## src/rtl/demux_stream_pkg.sv

```systemverilog
// Shared constants for the 1-to-4 stream demultiplexer.
package demux_stream_pkg;

    localparam int NCH = 4;

    localparam logic [1:0] CH0 = 2'd0;
    localparam logic [1:0] CH1 = 2'd1;
    localparam logic [1:0] CH2 = 2'd2;
    localparam logic [1:0] CH3 = 2'd3;

    typedef logic [1:0] sel_t;

    // One-hot channel mask for a select code.
    function automatic logic [NCH-1:0] sel_onehot(input sel_t s);
        logic [NCH-1:0] m;
        m = '0;
        case (s)
            CH0:     m[0] = 1'b1;
            CH1:     m[1] = 1'b1;
            CH2:     m[2] = 1'b1;
            default: m[3] = 1'b1;
        endcase
        return m;
    endfunction

endpackage

```

## src/rtl/demux_chan_slot.sv

```systemverilog
// Single-entry holding slot for one output channel, with its delivered-word counter.
module demux_chan_slot #(
    parameter int DATA_W = 8,
    parameter int CNT_W  = 8
) (
    input  logic              clk,
    input  logic              rst_n,
    input  logic              load,
    input  logic [DATA_W-1:0] ld_data,
    input  logic              ready,
    output logic              valid,
    output logic [DATA_W-1:0] data,
    output logic [CNT_W-1:0]  cnt
);

    logic              valid_q, valid_d;
    logic [DATA_W-1:0] data_q, data_d;
    logic [CNT_W-1:0]  cnt_q, cnt_d;
    logic              drain;

    always_comb begin
        drain   = valid_q & ready;
        // A load wins over a drain so the slot stays full on drain+refill.
        valid_d = load | (valid_q & ~ready);
        data_d  = load ? ld_data : data_q;
        cnt_d   = drain ? cnt_q + CNT_W'(1) : cnt_q;
    end

    always_ff @(posedge clk or negedge rst_n) begin
        if (!rst_n) begin
            valid_q <= 1'b0;
            data_q  <= '0;
            cnt_q   <= '0;
        end else begin
            valid_q <= valid_d;
            data_q  <= data_d;
            cnt_q   <= cnt_d;
        end
    end

    assign valid = valid_q;
    assign data  = data_q;
    assign cnt   = cnt_q;

endmodule

```

## src/rtl/demux1to4_stream.sv

```systemverilog
// Registered 1-to-4 stream demultiplexer: steers each accepted word to the slot chosen
// by sel, or to all four slots at once when bcast is set.
module demux1to4_stream
    import demux_stream_pkg::*;
#(
    parameter int DATA_W = 8,
    parameter int CNT_W  = 8
) (
    input  logic                  clk,
    input  logic                  rst_n,
    input  logic                  in_valid,
    output logic                  in_ready,
    input  logic [DATA_W-1:0]     in_data,
    input  logic [1:0]            sel,
    input  logic                  bcast,
    output logic [NCH-1:0]        out_valid,
    input  logic [NCH-1:0]        out_ready,
    output logic [NCH*DATA_W-1:0] out_data,
    output logic [NCH*CNT_W-1:0]  xfer_cnt
);

    logic [NCH-1:0] free;
    logic [NCH-1:0] target;
    logic [NCH-1:0] load;
    logic           accept;

    // A full slot whose consumer is taking its word this cycle can be refilled now.
    always_comb begin
        free     = ~out_valid | out_ready;
        target   = bcast ? {NCH{1'b1}} : sel_onehot(sel);
        in_ready = bcast ? &free : |(free & target);
        accept   = in_valid & in_ready;
        load     = accept ? target : '0;
    end

    for (genvar k = 0; k < NCH; k++) begin : g_slot
        demux_chan_slot #(
            .DATA_W (DATA_W),
            .CNT_W  (CNT_W)
        ) u_slot (
            .clk     (clk),
            .rst_n   (rst_n),
            .load    (load[k]),
            .ld_data (in_data),
            .ready   (out_ready[k]),
            .valid   (out_valid[k]),
            .data    (out_data[k*DATA_W +: DATA_W]),
            .cnt     (xfer_cnt[k*CNT_W +: CNT_W])
        );
    end

endmodule

```

## config.mk

```make
export PLATFORM = sky130hd
export DESIGN_NAME = demux1to4_stream
export DESIGN_NICKNAME = d
export VERILOG_FILES = /design/src/rtl/demux_stream_pkg.sv /design/src/rtl/demux_chan_slot.sv /design/src/rtl/demux1to4_stream.sv
export SDC_FILE = /design/constraint.sdc
export NUM_CORES = 1
export LEC_CHECK = 0
export ABC_AREA = 0
export CAP_MARGIN = 40
export CORE_MARGIN = 8
export CORE_UTILIZATION = 47
export CTS_BUF_LIST = sky130_fd_sc_hd__clkbuf_16
export CTS_CLUSTER_SIZE = 12
export DETAILED_ROUTE_END_ITERATION = 12
export PLACE_DENSITY = 0.79
export SETUP_SLACK_MARGIN = 0.2
export SLEW_MARGIN = 20
export SYNTH_ARGS = -nofsm -noshare
export SYNTH_HDL_FRONTEND = slang
export SYNTH_SLANG_ARGS = --single-unit
export TNS_END_PERCENT = 20
```

## constraint.sdc

```tcl
create_clock -name clk -period 2.4 [get_ports clk]
set_input_delay 0.24 -clock clk [delete_from_list [all_inputs] [get_ports clk]]
set_output_delay 0.24 -clock clk [all_outputs]
set_load 0.1 [all_outputs]
```

Word level (Yosys, flattened, before mapping):

Cells that the tools add are included.

* register bits after elaboration: 68
* input bits: 18
* output and inout bits: 69
* logic and storage cells: 49

* add/sub/neg operators: 4
* eq/ne operators: 2
* mux-type cells: 7
* bitwise gates (word level): 20
* reductions and logical operators: 4

Operator list (count)
* adder 8 x 1 -> 8 bit, second input constant: 4
* bitwise AND 1 bit: 9
* 2-to-1 mux 4 bit: 2
* 2-to-1 mux 1 bit: 5
* bitwise AND 4 bit: 1
* NOT 1 bit: 4
* NOT 4 bit: 1
* OR 1 bit: 4
* OR 4 bit: 1
* AND reduction 4 bit: 1
* OR reduction 4 bit: 1
* OR reduction 3 bit: 1
* == test 2 x 1 -> 1 bit, second input constant: 1
* == test 2 bit, second input constant: 1
* zero test 2 bit: 1

Logic depth before layout (Yosys ltp):

Gate-level depths: netlist of run 1.

* word-level depth: 10
* gate-level depth with buffers: 6
* depth with buffers taken out: 5

By module:

A second synthesis of run 1 with hierarchy kept.

* cell total of the unflattened synthesis: 216
* area total of the unflattened synthesis: 2945.3 sq um

Modules (own cells, without submodules)
* demux_chan_slot: instances 4, cells each 49, area an instance 696.9 sq um, sequential area each 425.4 sq um
* demux1to4_stream: instances 1, cells each 20, area an instance 157.7 sq um, sequential area each 0.0 sq um

Least setup slack after synthesis of run 1:

OpenSTA, ideal clock, no wires.

* kind: register to register
* start point: reg g_slot[0].u_slot.cnt_q[2]
* end point: reg g_slot[0].u_slot.cnt_q[7]
* library setup time: 158 ps
* arrival: 1833 ps
* data required time: 2242 ps
* slack: 410 ps
* stages on the path, launching flop included: 6
* path buffers: 0
* clock period less this slack: 1990 ps
* cells stage by stage: dfrtp_1 -> and3_1 -> and3_1 -> and3_1 -> nand3_1 -> xnor2_1

* word-level cells in the longest chain between the ends: 1

RTL lines
* start, declared: RTL line demux_chan_slot.sv:18 `logic [CNT_W-1:0] cnt_q, cnt_d;`
* start signal, assigned: RTL line demux_chan_slot.sv:37 `cnt_q <= cnt_d;`
* adder 8 x 1 -> 8 bit: RTL line demux_chan_slot.sv:26 `cnt_d = drain ? cnt_q + CNT_W'(1) : cnt_q;`

No other way between the ends.
A chain may end at the register's enable or synchronous reset.

Final worst setup path of run 1:

* start point: in sel[0]
* end point: out in_ready

* word-level cells in the longest chain between the ends: 7
* elaborated cells on any way between the ends: 12
* those cells by class: eq/ne: 2; mux: 6; bitwise: 1; reduce/logical: 3

RTL lines
* start, declared: RTL line demux1to4_stream.sv:14 `input logic [1:0] sel,`
* == test 2 bit, or another cell as far along: RTL line demux_stream_pkg.sv:17 `case (s)`
* OR reduction 3 bit (no source line)
* 2-to-1 mux 1 bit: RTL line demux_stream_pkg.sv:17
* 2-to-1 mux 4 bit *: RTL line demux1to4_stream.sv:30 `target = bcast ? {NCH{1'b1}} : sel_onehot(sel);`
* bitwise AND 4 bit *: RTL line demux1to4_stream.sv:31 `in_ready = bcast ? &free : |(free & target);`
* OR reduction 4 bit *: RTL line demux1to4_stream.sv:31
* 2-to-1 mux 1 bit *: RTL line demux1to4_stream.sv:31
* end, declared: RTL line demux1to4_stream.sv:12 `output logic in_ready,`

Mark *: on every way between the ends. The rest lies on a longest branch, timed or not.

==> metrics.md, run 1 <==
| Metric | Value |
|---|---|
| Status | finished clean |
| Slowest stage delay, CP | 0.48 ns |
| DP HPWL | 4.66 mm |
| Max FO, Critical Path | 5 |
| Gr ovfl total | 0 |
| Met3 Use GR | 0.0515 |
| Worst hold slack | 0.461 ns |
| Mux contribution to synthesized area | 0.175 |
| Clock insertion delay at the later pin of the skew report | 0.32 ns |
| CTS Sinks | 68 |
| Clock Skew | ~0.0038 ns |
| WP data arrival | 1.77 ns |
| Busiest layer in global routing | met2 |
| Router iterations before antenna repair | 4 |
| Most frequent cells in the layout | buf_4 (72), dfrtp_1 (68), mux2_4 (32), xnor2_1 (17), clkdlybuf4s50_1 (16) |
| Final worst-path cycle share | 0.836 |
| TritonCTS clock tree | done |
| Starting Density | 0.480 |
| # DRC | 0 |
| Port bufs | 86 |
| Num ports | 87 |
| Crit Path Class | input port to primary output |
| Number of max-cap violations | 0 |
| Clock transition at path regs | 0.05 ns |
| Largest net degree at the start of global routing | 28 |
| Row cnt | 29 |
| DRT iter0 DRCs | 22 |
| Main combinational cell family by area after synthesis | multiplexers |
| Max-slew violations | 0 |
| Seq cells post-synth | between 60 and 70 |
| Netlist cell types | 30 |
| Area Growth Syn to Fin | 37.7% |
| Gp weighted congestion | 0.779 |
| Antenna violations before repair | 0 |
| CP startpoint | sel[0] |
| Core Area | roughly 0.0062 mm2 |
| Total via count after detailed routing | 1868 |
| Warnings from Yosys | 0 |
| Cell Area, Synth | 0.00300 mm2 |
| Commonest non-fill, non-tap cell in the layout | buf_4 |
| Number of buffers created by CTS | 9 |
| Fin. Hold Viols | 0 |
| Fin nets | 323 |
| Adder-cell area share of the yosys netlist | 0.0167 |
| Register area share after synthesis | 0.568 |
| FF-to-FF Start | g_slot[3].u_slot.valid |
| Synth Area in Simple Gates | 0.0923 |
| RSZ-0062 raised after global routing | no |
| Die area | between 0.009 and 0.01 mm2 |
| Clk buf depth | 2 |
| Total Routing Usage GR | 0.143 |
| Relative slew slack | 0.603 |
| Mapped Avg Cell Area | 15.0 um2 |
| Layout cells sized above 1 | 0.454 |
| Peak Freq | 0.498 GHz |
| Hold Path Class | input port to asynchronous set/reset pin |
| Die X | 95.9 um |
| Critical Path RT | 2.16 ns |
| CTS HTree Levels | 3 |
| Synth Area in XOR/XNOR | 0.0818 |
| Antenna cells | 0 |
| Synth Area in Compound Gates | 0.0522 |
| Syn_nets | around 220 |
| DRT antenna net count | 0 |
| Vias per cell | 4.88 |
| Count of final setup violators | 0 |
| Routed wire per std cell | 16.3 um |
| Post-Syn Instances | 200 |
| TNS Setup | 0 ns |
| Worst-margin pin slew | between 0.5 and 0.6 ns |
| First-pass GRT wire length | 9.97 mm |
| Met2 Use GR | 0.226 |
| Clock Tree Root | clkbuf_16 |
| Fin crit period | approximately 2 ns |
| Crit. End Element | primary output |
| Die Y | about 96 um |
| Vias in the first global route | 1988 |
| Met1 Resource Use GR | 0.173 |
| Routed wire length | approximately 6.2 mm |
| CP max-delay cell | clkdlybuf4s50_1 |
| Crit start category | input port |
| Critical path, cell by cell | clkdlybuf4s50_1 -> o21bai_2 -> nand2_4 -> nor2_4 -> or2_1 -> buf_12 |
## cells in the mapped netlist (all sizes together)
cell type   n  area [um2]
nand2      14        62.6
buf         5        41.3
dfrtp      68        1700
nor2b       1        8.76
and2b       1        10.0
ha          4        50.1
xnor2      17         149
o221ai      2        52.6
and3        8        50.1
nor2        5        26.3
o21ai       2        13.8
o21bai      1        11.3
a21o        1        8.76
nand3      12        60.1
and2        2        12.5
a41oi       1        27.5
nand4       2        12.5
mux2       36         526
nand2b      3        18.8
xor2       11        96.3
or2         1        6.26
or2b        1        8.76
o211ai      2        42.5
## routing by layer
layer	part of all wire	vias up	wire, um
li1	-	898	-
met1	0.43	907	2650
met2	0.48	55	3000
met3	0.082	8	508
met4	0.010	0	65
met5	0	-	0
## metrics by stage
stage / instance area (um2) / setup slack, ns / util / instances
floorplan: 3000 / 0.410 / - / 200
detailed placement: 3850 / 0.0737 / 0.617 / 365
CTS: 4120 / 0.225 / 0.660 / 382
finish: 4130 / 0.394 / 0.661 / 383
global route: 4130 / 0.293 / 0.661 / 383
global placement: 3850 / 0.164 / 0.617 / 365
## flip-flops by register name, summed over array words and instances, names as in the netlist
signal and count:
g_slot.u_slot.valid 4, g_slot.u_slot.cnt 32, g_slot.u_slot.data 32
## critical path: cells and delay by family
family	cells	cell delay, ns
buffers and inverters	2	0.67
AND/OR/NAND/NOR	3	0.58
AO/OA/AOI/OAI	1	0.27
## logic make-up after synthesis
kind of cell	count (synthesis)
buf+inv	5
simple gates	50
xor+xnor	28
fa+ha+maj	4
flops	68
mux	36
compound gates	9
## what timing repair did
item	in CTS	in global routing
hold buffers	1	0
setup buffers	0	1
setup endpoints to repair	0	1
hold endpoints to repair	25	0
gates resized for setup	0	0
## cell type report
type | count | area, um2
fillers | 462 | 2110
flip-flops and latches | 68 | 1700
multi-input cells | 127 | 1250
repair buffers | 95 | 816
clock buffers | 9 | 225
well taps | 77 | 96.3
clock inverters | 7 | 35.0
## worst paths after layout
path	endpoint	slack, ns	cells after the start
max	in_ready	0.39	6
min	g_slot[1].u_slot.cnt[1]	0.46	2
max reg2reg	g_slot[2].u_slot.data[3]	0.45	7
min reg2reg	g_slot[1].u_slot.cnt[7]	0.47	1
max in group asynchronous	g_slot[3].u_slot.data[2]	1.18	3
min in group clk	g_slot[1].u_slot.cnt[7]	0.47	1
Power of run 1 is left out: the tool's default activity adds up to more than one toggle a clock period on the data nets, which glitch-free logic cannot reach.
==> run 2: changes to the inputs <==
--- a/config.mk
+++ b/config.mk
@@ -8,11 +8,11 @@
 export ABC_AREA = 0
 export CAP_MARGIN = 40
 export CORE_MARGIN = 8
-export CORE_UTILIZATION = 47
+export CORE_UTILIZATION = 43
 export CTS_BUF_LIST = sky130_fd_sc_hd__clkbuf_16
 export CTS_CLUSTER_SIZE = 12
 export DETAILED_ROUTE_END_ITERATION = 12
-export PLACE_DENSITY = 0.79
+export PLACE_DENSITY = 0.76
 export SETUP_SLACK_MARGIN = 0.2
 export SLEW_MARGIN = 20
 export SYNTH_ARGS = -nofsm -noshare
==> constraint.sdc (replaced) <==
create_clock -name clk -period 1.74 [get_ports clk]
set_input_delay 0.174 -clock clk [delete_from_list [all_inputs] [get_ports clk]]
set_output_delay 0.174 -clock clk [all_outputs]
set_load 0.1 [all_outputs]
==> run 2 against run 1 <==
- the run now ends with setup timing left
- count of clock-buffer cells in the layout unchanged
- global-route usage decreased by 0.52 points
- first-iteration DRC count increased by 120%
- die area increased by 7.7%
- worst setup slack got worse by 0.53 ns
- core utilization increased by 1.8 points
- non-clock buffer count increased by 21
- critical path depth increased by 2
==> metrics.md, run 2 (synthesized netlist as in run 1, its figures left out) <==
| Metric | Value |
|---|---|
| Status | finished, violations left |
| Failing checks | setup timing |
| Die area | 0.00990 mm2 |
| TNS Setup | -1.57 ns |
| Relative slew slack | 0.763 |
| Router iterations before antenna repair | 4 |
| DP HPWL | between 4 and 5 mm |
| Fin worst setup slack | -0.140 ns |
| Most frequent cells in the layout | buf_4 (76), dfrtp_1 (47), mux2_4 (32), buf_12 (19) |
| Antenna violations before repair | 0 |
| Max-slew violations | 0 |
| Reg area | 0.00174 mm2 |
| Vias per cell | 4.79 |
| CTS Sinks | a little under 70 |
| Routed wire length | 6.67 mm |
| Area Growth Syn to Fin | 53.2% |
| Routed wire per std cell | 16.4 um |
| DRT antenna net count | 0 |
| Vias in the first global route | 2172 |
| Gr ovfl total | 0 |
| Fin. Hold Viols | 0 |
| # DRC | 0 |
| Peak Freq | 0.532 GHz |
| Starting Density | 0.444 |
| DRT iter0 DRCs | 49 |
| Lkg Pwr | approximately 2.3 nW |
| Post-layout util | 0.679 |
| CTS HTree Levels | 3 |
| Count of final setup violators | 18 |
| TritonCTS clock tree | done |
| Number of max-cap violations | 0 |
| Die X | 99.5 um |
| Clk buf depth | 2 |
| First-pass GRT wire length | about 11 mm |
| Crit. End Element | flop |
| Crit Path Class | flop to flop |
| Max FO, Critical Path | 4 |
| Fin nets | 344 |
| Core Area | 0.00676 mm2 |
| Clock Skew | 0.00431 ns |
| IR drop worst, VDD | 1160 uV |
| Final Power | slightly above 9 mW |
| Pre-CTS setup slack | -0.479 ns |
| Fin crit period | 1.88 ns |
| # fillers | 476 |
| Total via count after detailed routing | 1950 |
| Antenna cells | 0 |
| Clock Tree Root | clkbuf_16 |
| Final worst-path cycle share | 1.08 |
| RSZ-0062 raised after global routing | yes |
| Crit start category | flop |
| Worst-margin pin slew | around 0.36 ns |
| Gp weighted congestion | 0.753 |
| P per Cell Area | 2020 mW/mm2 |
| Num ports | 87 |
| Multi-input gate area | 0.00127 mm2 |
| Hold Path Class | input port to asynchronous set/reset pin |
| Worst hold slack | 0.408 ns |
| Total Routing Usage GR | 0.138 |
| Row cnt | 30 |
| Die Y | 99.5 um |
| Layout cells sized above 1 | 0.566 |
| Largest net degree at the start of global routing | around 70 |
| Port bufs | between 80 and 90 |
| Clock insertion delay at the later pin of the skew report | 0.32 ns |
| WP data arrival | 2.08 ns |
| Clock transition at path regs | 0.05 ns |
| Number of buffers created by CTS | 9 |
| Commonest non-fill, non-tap cell in the layout | buf_4 |
| Critical Path RT | 1.94 ns |
-- run 2: path summary, 6_finish.rpt --
kind	endpoint	slack, ns	startpoint	cells after the start
worst max-delay path	g_slot[0].u_slot.data[2]	-0.14	g_slot[3].u_slot.valid	8
worst min-delay path	g_slot[2].u_slot.cnt[5]	0.41	rst_n	3
worst max register to register	g_slot[0].u_slot.data[2]	-0.14	g_slot[3].u_slot.valid	8
worst min register to register	g_slot[0].u_slot.cnt[7]	0.47	g_slot[0].u_slot.cnt[7]	1
max in group asynchronous	g_slot[3].u_slot.cnt[1]	1.03	rst_n	3
min in group clk	g_slot[0].u_slot.cnt[7]	0.47	g_slot[0].u_slot.cnt[7]	1
-- run 2: metal layers --
layer	track usage	vias up	wire, um
met1	0.162	945	2880
met5	0	-	0
met4	0.0454	0	87
met3	0.0545	10	428
li1	-	937	-
met2	0.224	58	3280
-- run 2: cell type report --
type / count / share of cell area
timing repair buffer: 116 / 0.256
tap: 80 / 0.0218
multi-input combinational: 127 / 0.277
clock buffer: 9 / 0.0491
clock inverter: 7 / 0.0183
sequential: 68 / 0.379
-- run 2: timing repair --
action	4_1_cts	5_1_grt
pin swaps	1	4
hold endpoints to repair	68	0
hold buffers	1	0
resized for setup	7	2
setup endpoints to repair	35	37
cloned	0	1
buffers inserted	3	2
-- run 2: stage by stage --
step                      cell area (um2)  cells
final                                4590    407
after global routing                 4590    407
after CTS                            4550    404
after detailed placement             4190    384
after global placement               4190    384
after floorplan                      3040    200
-- run 2: critical path, stage by stage, from the launching register on --
cell	delay, ns
dfrtp_1	0.34
or2b_4	0.30
nand2_4	0.07
a41oi_4	0.09
buf_6	0.14
buf_6	0.12
o211ai_4	0.22
clkbuf_16	0.19
mux2_4	0.29
-- run 2: report_power, final --
part / total [mW] / switching (mW) / internal [mW] / leakage, nW
logic: 4.91 / 3.58 / 1.33 / 1.29
clock network: 1.88 / 0.639 / 1.24 / 0.160
registers: 2.47 / 0.417 / 2.06 / 0.815
Power figures use the tool's default switching activity.
